==> src/rtl/seg7_pkg.sv <==
// seg7_pkg: shared constants and FSM encoding for the BCD/seven-segment display path
package seg7_pkg;
  localparam logic [3:0] BCD_BLANK = 4'hF;
  localparam logic [13:0] MAX_DISPLAY = 14'd9999;
  localparam int NUM_DIGITS = 4;
  typedef enum logic [1:0] {IDLE, CONV, FINISH} state_e;
endpackage

==> src/rtl/bcd_add3.sv <==
// bcd_add3: double-dabble nibble corrector, adds 3 when the digit is 5 or more
module bcd_add3 (
  input  logic [3:0] in_i,
  output logic [3:0] out_o
);
  assign out_o = (in_i >= 4'd5) ? in_i + 4'd3 : in_i;
endmodule

==> src/rtl/bin2bcd_encoder.sv <==
// bin2bcd_encoder: iterative shift-add-3 binary to 4-digit BCD with blanking and overflow
module bin2bcd_encoder
  import seg7_pkg::*;
#(
  parameter int BIN_W    = 14,
  parameter bit LZ_BLANK = 1'b1
) (
  input  logic             clk_i,
  input  logic             rst_i,
  input  logic             start_i,
  input  logic [BIN_W-1:0] bin_i,
  output logic             busy_o,
  output logic             done_o,
  output logic             ovf_o,
  output logic [3:0]       dig1_o,
  output logic [3:0]       dig2_o,
  output logic [3:0]       dig3_o,
  output logic [3:0]       dig4_o
);
  localparam int CW = $clog2(BIN_W + 1);
  state_e state_q, state_d;
  logic [CW-1:0] cnt_q, cnt_d;
  logic [BIN_W-1:0] bin_q, bin_d;
  logic [15:0] bcd_q, bcd_d, bcd_adj, bcd_sh, dig_q, dig_d, dig_fmt;
  logic pend_q, pend_d, ovf_q, ovf_d, ovf_fin, z4, z3, z2;
  for (genvar i = 0; i < NUM_DIGITS; i++) begin : g_add3
    bcd_add3 u_add3 (.in_i(bcd_q[4*i+:4]), .out_o(bcd_adj[4*i+:4]));
  end
  assign bcd_sh = {bcd_adj[14:0], bin_q[BIN_W-1]};
  // a bit spilling past the thousands digit also means the value exceeds 9999
  assign ovf_fin = pend_q | bcd_adj[15];
  always_comb begin
    z4 = bcd_sh[15:12] == 4'd0;
    z3 = z4 && bcd_sh[11:8] == 4'd0;
    z2 = z3 && bcd_sh[7:4] == 4'd0;
    dig_fmt = ovf_fin ? {NUM_DIGITS{BCD_BLANK}} :
              {(LZ_BLANK && z4) ? BCD_BLANK : bcd_sh[15:12],
               (LZ_BLANK && z3) ? BCD_BLANK : bcd_sh[11:8],
               (LZ_BLANK && z2) ? BCD_BLANK : bcd_sh[7:4],
               bcd_sh[3:0]};
  end
  always_comb begin
    state_d = state_q;
    cnt_d   = cnt_q;
    bin_d   = bin_q;
    bcd_d   = bcd_q;
    pend_d  = pend_q;
    ovf_d   = ovf_q;
    dig_d   = dig_q;
    case (state_q)
      IDLE: if (start_i) begin
        state_d = CONV;
        cnt_d   = '0;
        bin_d   = bin_i;
        bcd_d   = '0;
        pend_d  = 14'(bin_i) > MAX_DISPLAY;
      end
      CONV: begin
        cnt_d  = cnt_q + 1'b1;
        bin_d  = bin_q << 1;
        bcd_d  = bcd_sh;
        pend_d = ovf_fin;
        if (cnt_q == CW'(BIN_W - 1)) begin
          state_d = FINISH;
          dig_d   = dig_fmt;
          ovf_d   = ovf_fin;
        end
      end
      default: state_d = IDLE;
    endcase
  end
  always_ff @(posedge clk_i) begin
    if (rst_i) begin
      state_q <= IDLE;
      cnt_q   <= '0;
      bin_q   <= '0;
      bcd_q   <= '0;
      pend_q  <= 1'b0;
      ovf_q   <= 1'b0;
      dig_q   <= {NUM_DIGITS{BCD_BLANK}};
    end else begin
      state_q <= state_d;
      cnt_q   <= cnt_d;
      bin_q   <= bin_d;
      bcd_q   <= bcd_d;
      pend_q  <= pend_d;
      ovf_q   <= ovf_d;
      dig_q   <= dig_d;
    end
  end
  assign busy_o = state_q != IDLE;
  assign done_o = state_q == FINISH;
  assign ovf_o  = ovf_q;
  assign {dig4_o, dig3_o, dig2_o, dig1_o} = dig_q;
endmodule

==> config.mk <==
export PLATFORM = sky130hd
export DESIGN_NAME = bin2bcd_encoder
export DESIGN_NICKNAME = d
export VERILOG_FILES = /design/src/rtl/seg7_pkg.sv /design/src/rtl/bcd_add3.sv /design/src/rtl/bin2bcd_encoder.sv
export SDC_FILE = /design/constraint.sdc
export NUM_CORES = 1
export LEC_CHECK = 0
export ABC_AREA = 1
export CORE_MARGIN = 5
export CORE_UTILIZATION = 60
export DETAILED_ROUTE_END_ITERATION = 10
export DONT_BUFFER_PORTS = 1
export PLACE_DENSITY = 0.76
export SLEW_MARGIN = 20
export SYNTH_ARGS = -nofsm -noshare
export SYNTH_HDL_FRONTEND = slang
export SYNTH_SLANG_ARGS = --single-unit
==> constraint.sdc <==
create_clock -name clk_i -period 3.1 [get_ports clk_i]
set_input_delay 0.62 -clock clk_i [delete_from_list [all_inputs] [get_ports clk_i]]
set_output_delay 0.62 -clock clk_i [all_outputs]
set_load 0.005 [all_outputs]
After elaboration in Yosys (flattened, before gate mapping)
Index checks and enable logic that the tools add are counted.

cells by class
  bitwise operators = 1
  reductions and logical operators = 11
  $lt $le $gt $ge = 5
  add/subtract/negate cells = 5
  eq/ne operators = 5
  mux-type cells = 19

operators by type and width
  cell                                                 count
  2-to-1 mux 16 bit                                    2
  2-to-1 mux 4 bit                                     8
  case mux 16 bit (2 select lines)                     1
  case mux 14 bit (2 select lines)                     1
  adder 4 x 2 -> 4 bit, second input constant          4
  >= comparator 4 x 3 -> 1 bit, second input constant  4
  > comparator 14 bit, second input constant           1
  2-to-1 mux 14 bit                                    1
  zero test 4 bit                                      3
  case mux 4 bit (2 select lines)                      1
  AND reduction 2 bit                                  3
  adder 4 x 1 -> 4 bit, second input constant          1
  == test 4 bit, second input constant                 1
  2-to-1 mux 2 bit                                     2
  != test 2 bit, second input constant                 2
  case mux 2 bit (2 select lines)                      1
  nonzero test 2 bit                                   2
  == test 2 x 1 -> 1 bit, second input constant        1
  == test 2 bit, second input constant                 1
  logical AND 1 bit                                    2
  zero test 2 bit                                      1
  case mux 1 bit (2 select lines)                      1
  2-to-1 mux 1 bit                                     1
  OR 1 bit                                             1

storage, ports and cells
  bits of input ports = 17
  logic and storage cells = 53
  output and inout bits = 19
  register bits after elaboration = 54

Logic depth before layout (Yosys ltp)
Gate-level depths: netlist (run 1).

  word-level depth = 7
  gate-level depth with buffers = 13
  mapped depth without buffers = 13

Hierarchy
A second synthesis (run 1) with hierarchy kept.

second synthesis, totals
  cells, all modules = 409
  area, all modules = 2,822.7 um^2

by module, submodules not included
  module           instances  area an instance (um^2)  sequential area each (um^2)  cells an instance
  bin2bcd_encoder  1          2,282.2                  1,081.0                      317
  bcd_add3         4          135.1                    0.0                          23

Worst setup path before layout (run 1)
No wires, ideal clock.

  path kind = input to register
  start point = input rst_i
  end point = register bcd_q[10]
  required time = 2.975 ns
  path buffers = 2
  arrival time = 1.392 ns
  cell stages on the path = 5
  slack = 1.583 ns
  setup time = 0.125 ns
  cells stage by stage = buf_2 > clkinv_1 > nand2_1 > buf_2 > o22ai_1

RTL lines
  what                  line                   text
  from (decl)           bin2bcd_encoder.sv:9   input logic rst_i,
  to (signal assigned)  bin2bcd_encoder.sv:77  bcd_q <= '0;
  to (signal assigned)  bin2bcd_encoder.sv:85  bcd_q <= bcd_d;
  to (decl)             bin2bcd_encoder.sv:24  logic [15:0] bcd_q, bcd_d, bcd_adj, bcd_sh, dig_q, dig_d, dig_fmt;

Worst setup path in the final report (run 1)
  start point = register cnt_q[0]
  end point = register dig_q[0]

on the way
  longest elaborated chain between the ends = 2

RTL lines
  what                                  line                   text
  from (decl)                           bin2bcd_encoder.sv:22  logic [CW-1:0] cnt_q, cnt_d;
  from (signal assigned)                bin2bcd_encoder.sv:83  cnt_q <= cnt_d;
  == test 4 bit                         bin2bcd_encoder.sv:63  if (cnt_q == CW'(BIN_W - 1)) begin
  AND reduction 2 bit (no source line)  --
  to (signal assigned)                  bin2bcd_encoder.sv:80  dig_q <= {NUM_DIGITS{BCD_BLANK}};
  to (signal assigned)                  bin2bcd_encoder.sv:88  dig_q <= dig_d;
  to (decl)                             bin2bcd_encoder.sv:24

No other way between the ends.
A chain may end at the register's enable or synchronous reset.

==> impl_results.md, run 1 <==
* Status: complete, no violations
* Endpoints failing setup at 0
* Synthesized Nets at 373
* Worst hold endpoint: bin_q[3]$_SDFFE_PP0P_
* Final ANT Viol Nets at 0
* Die footprint at 0.00583 mm2
* Total chip power at 1.27 mW
* Postcts setup bufs at 0
* Seq cells post-synth at 54
* Area after DPL at 0.00265 mm2
* RSZ-0062 raised after global routing: no
* Register Area at 0.00108 mm2
* Pint at 978 uW
* Chip width at 76.4 um
* Register area share after synthesis at 40.9%
* Clk pwr share at 37.0%
* Max IR drop VDD at 0.000300 V
* H-Tree Depth at 2
* Hold Crit Start: rst_i
* Hold Slack at 0.366 ns
* Dpl hpwl at 3890 um
* Worst r2r src: cnt_q[0]$_SDFFE_PP0P_
* Final WL at 5360 um
* Fmax at 571 MHz
* Vias per cell at 5.62
* Gr usage total at 19.0%
* Clock Latency Late Sink at 0.31 ns
* Post-cts sizing count at 0
* DR iter-0 viols at 84
* # diodes at 0
* First-pass GRT wire length at 9440 um
* # nets final at 368
* Clock root buffer: clkbuf_8
* Crit path required time at 3.30 ns
* Met2 Usage GRT at 32.8%
* Combinational power share at 6.1%
* Crit Path Class: reg -> reg
* I/O Pins at 36
* Worst-Margin Slew at 0.511 ns
* Synthesized area at 0.00264 mm2
* Vias in the first global route at 2,172
* Most Used Layer, Global Route: met2
* Core area at 0.00432 mm2
* Seq pwr share at 56.9%
* Synth async-reset ratio at 0%
* Slew margin rel. at 65.7%
* CP Capture Type: flip-flop
* Post-DR wirelength/cell at 13.6 um
* R2R Setup Slk at 1.35 ns
* Lkg Pwr at 1.09 nW
* CP arrival at 1.95 ns
* 1st-pass router iterations at 4
* Post-synthesis cell type count at 35
* DRC at 0
* Grt total ovfl at 0
* Max FO, Critical Path at 19
* Crit path launch type: flip-flop
* Final GP Congestion at 0.868
* Routed vias at 2,214
* Top FF cell, synth: dfxtp_1
* Clock skew at 0.0103 ns
* Mapped Avg Cell Area at 7.64 um2
* Minimum clock period at 1.75 ns
* Hold Path Cell Cnt at 1
* Post-placement cell count at 386
* Met1 Track Usage GR at 23.0%
* Synthesis Warnings at 0
* Clock transition at path regs at 0.10 ns
* Tightest Hold Check Type: in -> reg
* CTS hold repair buffers at 0
* Total negative slack at 0 ns
* Fillers at 405
* Floorplan row count at 24
* Clock Sinks at 54
* Sw Share at 23.3%
* Cells after synthesis at 346
* Max clock buf depth at 2
* Met3 Usage GRT at 5.44%
* Maximum Capacitance Violations at 0
* Area grow syn2layout at 4.59%
* Slew Limit Fails at 0
* Final period util at 56.5%
* EDFF count, synth at 0
* PwrDens at 461 mW/mm2
* Proportion of layout cells with a drive suffix above 1 at 13.2%
* Starting density of the core at 61.1%
* IO Port Bufs at 0
* Final std cells w/o fill at 394
* Layout Cell Area excl Fill at 0.00277 mm2
* Reg2reg end: dig_q[0]$_SDFFE_PP1P_
* Largest net degree at the start of global routing at 26
* Multi-input gate area at 0.00138 mm2
* Num CTS Buffers at 5
* Switch Pwr at 297 uW
* Final hold viol count at 0
* Worst R2R Path Depth at 6
* Die Ht at 76.4 um
* CTS tree: built
* Initial antenna violation count at 0
-- sequential cells by signal, indices dropped and copies added (netlist names) --
register  cells
bcd_q        16
dig_q        16
bin_q        14
cnt_q         4
state_q       2
ovf_o         1
pend_q        1
-- cell families after synthesis --
kind of cell / synth area share (%)
compound gates: 18.2
fa+ha+maj: 4.73
flops: 40.9
xor+xnor: 0.331
simple gates: 28.9
buf+inv: 7.00
-- metal layers --
metal	part of all wire, %	vias up
met5	0	-
met3	4.8	6
met2	47	39
li1	-	1151
met4	1.2	0
met1	47	1018
-- worst max-delay path: stages, from the launching register on --
cell	delay, ns
dfxtp_1	0.42
ha_1	0.17
nand3_1	0.14
nor2_4	0.40
inv_2	0.25
a21oi_1	0.19
nand2_1	0.06
-- power groups by stage --
stage / registers [mW] / logic, mW / clock network [mW]
final: 0.725 / 0.0780 / 0.471
after global routing: 0.727 / 0.0899 / 0.508
after CTS: 0.725 / 0.0784 / 0.477
after detailed placement: 0.741 / 0.0777 / 0
after global placement: 0.740 / 0.0758 / 0
after floorplan: 0.738 / 0.0703 / 0
-- layout make-up --
class | count | area share (%)
Clock buffer | 5 | 2.49
Inverter | 34 | 4.62
Sequential cell | 54 | 39.1
Clock inverter | 3 | 1.63
Tap cell | 52 | 2.35
Multi-Input combinational cell | 246 | 49.8
-- how the worst max path moves through the flow --
| stage | end | startpoint | slack (ns) | depth (start not counted) |
|---|---|---|---|---|
| final | dig_q[0]$_SDFFE_PP1P_ | cnt_q[0]$_SDFFE_PP0P_ | 1.35 | 6 |
| after global routing | dig_q[8]$_SDFFE_PP1P_ | cnt_q[0]$_SDFFE_PP0P_ | 1.18 | 6 |
| after CTS | dig_q[0]$_SDFFE_PP1P_ | cnt_q[0]$_SDFFE_PP0P_ | 1.39 | 6 |
| after detailed placement | bcd_q[4]$_SDFFE_PP0P_ | rst_i | 1.24 | 3 |
| after global placement | bcd_q[8]$_SDFFE_PP0P_ | rst_i | 1.27 | 3 |
| after floorplan | bcd_q[10]$_SDFFE_PP0P_ | rst_i | 1.58 | 5 |
-- Yosys cell counts, drive strengths merged, types with 3 or more instances --
master | n | area, um2
a22oi | 4 | 30.0
dfxtp | 54 | 1080
buf | 9 | 46.3
a21oi | 31 | 155
ha | 10 | 125
nand4 | 8 | 50.1
o22ai | 15 | 93.8
nand3 | 19 | 130
o221ai | 8 | 70.1
nor2 | 36 | 179
nand2 | 86 | 373
o21ai | 20 | 108
clkbuf | 3 | 11.3
inv | 33 | 124
-- through the flow --
stage	setup WS [ns]	util [%]
after floorplan	1.58	-
after CTS	1.39	63.9
final	1.35	63.9
after global placement	1.27	61.3
after detailed placement	1.24	61.3
after global routing	1.18	63.9
-- cell usage in the layout, fill, tap and decap left out, drive strengths merged --
master / instances
bufinv: 1
nand2: 86
dfxtp: 54
clkbuf: 5
o22ai: 15
nand3b: 1
a22oi: 4
clkinv: 1
clkinvlp: 2
and2: 2
xor2: 1
o211ai: 1
or2: 1
a21boi: 1
nor3: 1
a311oi: 1
nand4: 8
nand3: 19
ha: 10
o221ai: 8
inv: 33
a21oi: 31
o21ai: 20
nor2: 36
Power figures use the tool's default switching activity.
==> run 2: changes to the inputs <==
CORE_UTILIZATION = 56   (was 60)
PLACE_DENSITY = 0.74   (was 0.76)
clock period = 1.5 ns   (was 3.1 ns; I/O delays follow)
==> run 2 against run 1 <==
Compared with the run above:
- the flow now finishes with violations (setup timing)
- critical path depth grew 3
- fmax grew 13%
- worst setup slack lost 1.4 ns
- die area grew 6.2%
- largest cell class unchanged
- largest power group unchanged
==> impl_results.md, run 2 (synthesized netlist as in run 1, its figures left out) <==
* Num CTS Buffers at 5 (unchanged)
* Minimum clock period at 1.55 ns (-0.198 ns)
* Combinational power share at 7.4% (+1.3 points)
* IO Port Bufs at 0 (unchanged)
* Routed vias at 2,486 (+12%)
* CP Cell Sequence: buf_6 > buf_6 > o21ai_4 > nand3b_1 > nand2_2 > a21oi_1 > nand2_1 > nand2_1 > nand2_1
* Area grow syn2layout at 26.4%
* PwrDens at 804 mW/mm2 (+74%)
* Max FO, Critical Path at 5 (-14)
* Met1 Track Usage GR at 26.0% (+2.9 points)
* Switch Pwr at 606 uW (+100%)
* Crit Path Class: reg -> reg
* 1st-pass router iterations at 4 (unchanged)
* Util after Layout at 71.7% (+7.8 points)
* Floorplan row count at 25 (+4.2%)
* Met2 Usage GRT at 35.9% (+3.1 points)
* Status: complete, but fails checks
* Clock skew at 0.00777 ns (-0.00253 ns)
* Worst-Margin Slew at 0.388 ns (-0.124 ns)
* Pint at 2.08 mW (+110%)
* CTS hold repair buffers at 0 (unchanged)
* Final WL at 6700 um (+25%)
* DR iter-0 viols at 206 (+150%)
* DRC at 0 (unchanged)
* Endpoints failing setup at 16 (+16)
* Clock root buffer: clkbuf_8
* Dpl hpwl at 4350 um (+12%)
* Largest net degree at the start of global routing at 26 (unchanged)
* Final period util at 104% (+47 points)
* Clock Sinks at 54 (unchanged)
* Final ANT Viol Nets at 0 (unchanged)
* Clock Latency Late Sink at 0.31 ns (about the same)
* Die footprint at 0.00620 mm2 (+6.2%)
* # diodes at 0 (unchanged)
* Top Registers: bcd_q x16, dig_q x16, bin_q x14
* Cell mode on critical path: nand2_1
* Seq pwr share at 55.8% (-1.1 points)
* Clock transition at path regs at 0.10 ns (about the same)
* Worst path max stage delay at 0.35 ns (-0.07 ns)
* I/O Pins at 36 (unchanged)
* Slew Limit Fails at 0 (unchanged)
* DP Worst Slack at -0.0601 ns (-1.30 ns)
* Starting density of the core at 56.7% (-4.4 points)
* CP Capture Type: flip-flop
* Core area at 0.00466 mm2 (+7.8%)
* CP arrival at 1.77 ns (-0.18 ns)
* H-Tree Depth at 2 (unchanged)
* Chip width at 78.7 um (+3.1%)
* Largest delay share family, worst path: simple AND/OR/NAND/NOR gates
* Post-placement cell count at 421 (+9.1%)
* Max clock buf depth at 2 (unchanged)
* Post-DR wirelength/cell at 15.1 um (+11%)
* Final hold viol count at 0 (unchanged)
* Initial antenna violation count at 0 (unchanged)
* Gr usage total at 21.5% (+2.6 points)
* Leading cell types in the layout, fill and taps excluded: nand2_1 (62), dfxtp_1 (46), buf_4 (44), nor2_1 (29), a21oi_1 (27)
* Final GP Congestion at 0.913 (+5.2%)
* Maximum Capacitance Violations at 0 (unchanged)
* Clk pwr share at 36.8% (-0.2 points)
* Setup ws final at -0.0527 ns (-1.40 ns)
* Die Ht at 78.7 um (+3.1%)
* Crit path required time at 1.71 ns (-1.59 ns)
* Vias in the first global route at 2,379 (+9.5%)
* Sw Share at 22.6% (-0.72 points)
* Total negative slack at -0.439 ns (-0.439 ns)
* Lkg Pwr at 1.42 nW (+31%)
* CTS tree: built
* Failing checks: setup timing
* Most common cell after layout, fill and taps aside: nand2_1
* Grt total ovfl at 0 (unchanged)
* Proportion of layout cells with a drive suffix above 1 at 35.0% (+22 points)
* First-pass GRT wire length at 10,600 um (+12%)
* Fmax at 644 MHz (+13%)
* Max IR drop VDD at 0.000688 V (+130%)
* Vias per cell at 5.61 (-0.13%)
* Tightest Hold Check Type: in -> reg
* RSZ-0062 raised after global routing: yes
* Critical-path top delay cell: dfxtp_2
* Final std cells w/o fill at 443 (+12%)
* Slew margin rel. at 74.1% (+8.4 points)
* Worst path bufs/invs at 2 (+1)
* # nets final at 416 (+13%)
* Crit path launch type: flip-flop
* Met3 Usage GRT at 6.12% (+0.69 points)
* Most Used Layer, Global Route: met2
## run 2: cell count changes in the layout (fill, tap and decap cells not counted), moves of 5 or more
| cell | change |
|---|---|
| nand2_1 | -8 |
| dfxtp_2 | +8 |
| ha_1 | -8 |
| nand2_4 | +6 |
| dfxtp_1 | -8 |
| buf_4 | +44 |
| inv_2 | +5 |
| inv_1 | -9 |
## run 2: path summary, 6_finish.rpt
| path | startpoint | end | slack (ns) | cells past startpoint |
|---|---|---|---|---|
| hold / removal | rst_i | bin_q[0]$_SDFFE_PP0P_ | 0.05 | 1 |
| setup reg to reg | bcd_q[12]$_SDFFE_PP0P_ | dig_q[7]$_SDFFE_PP1P_ | -0.05 | 9 |
| setup / recovery | bcd_q[12]$_SDFFE_PP0P_ | dig_q[7]$_SDFFE_PP1P_ | -0.05 | 9 |
| hold reg to reg | bin_q[3]$_SDFFE_PP0P_ | bin_q[3]$_SDFFE_PP0P_ | 0.46 | 2 |
## run 2: cell type report
type                    instances  area (um2)
inverters                      34         138
clock inverters                 1        30.0
repair buffers                 47         364
clock buffers                   6        82.6
multi-input cells             247        1570
fillers                       336        1320
well taps                      54        67.6
flip-flops and latches         54        1090
## run 2: metrics by stage
stage	instance area [um2]	total power, mW	hold WS [ns]
after global routing	3340	2.78	0.0385
after global placement	2900	1.71	0.372
after CTS	3130	2.69	0.0431
after detailed placement	2900	1.72	0.373
after floorplan	2640	1.67	0.432
final	3340	2.69	0.0503
## run 2: timing repair
| item | CTS | global route |
|---|---|---|
| gates cloned | 0 | 1 |
| setup endpoints to repair | 15 | 21 |
| gates resized for setup | 24 | 44 |
| pin swaps | 11 | 23 |
| buffers inserted | 7 | 7 |
| hold endpoints to repair | 0 | 0 |
## run 2: per-layer routing
metal,wire length [um],vias up
met5,0,-
li1,-,1251
met3,456,14
met1,2720,1143
met4,146,0
met2,3370,78
## run 2: power groups by stage
| stage | clock, mW | combinational [mW] | sequential, mW |
|---|---|---|---|
| finish | 0.989 | 0.199 | 1.50 |
| global route | 1.06 | 0.221 | 1.50 |
| CTS | 1.00 | 0.190 | 1.50 |
| detailed placement | 0 | 0.188 | 1.53 |
| global placement | 0 | 0.185 | 1.53 |
| floorplan | 0 | 0.145 | 1.53 |
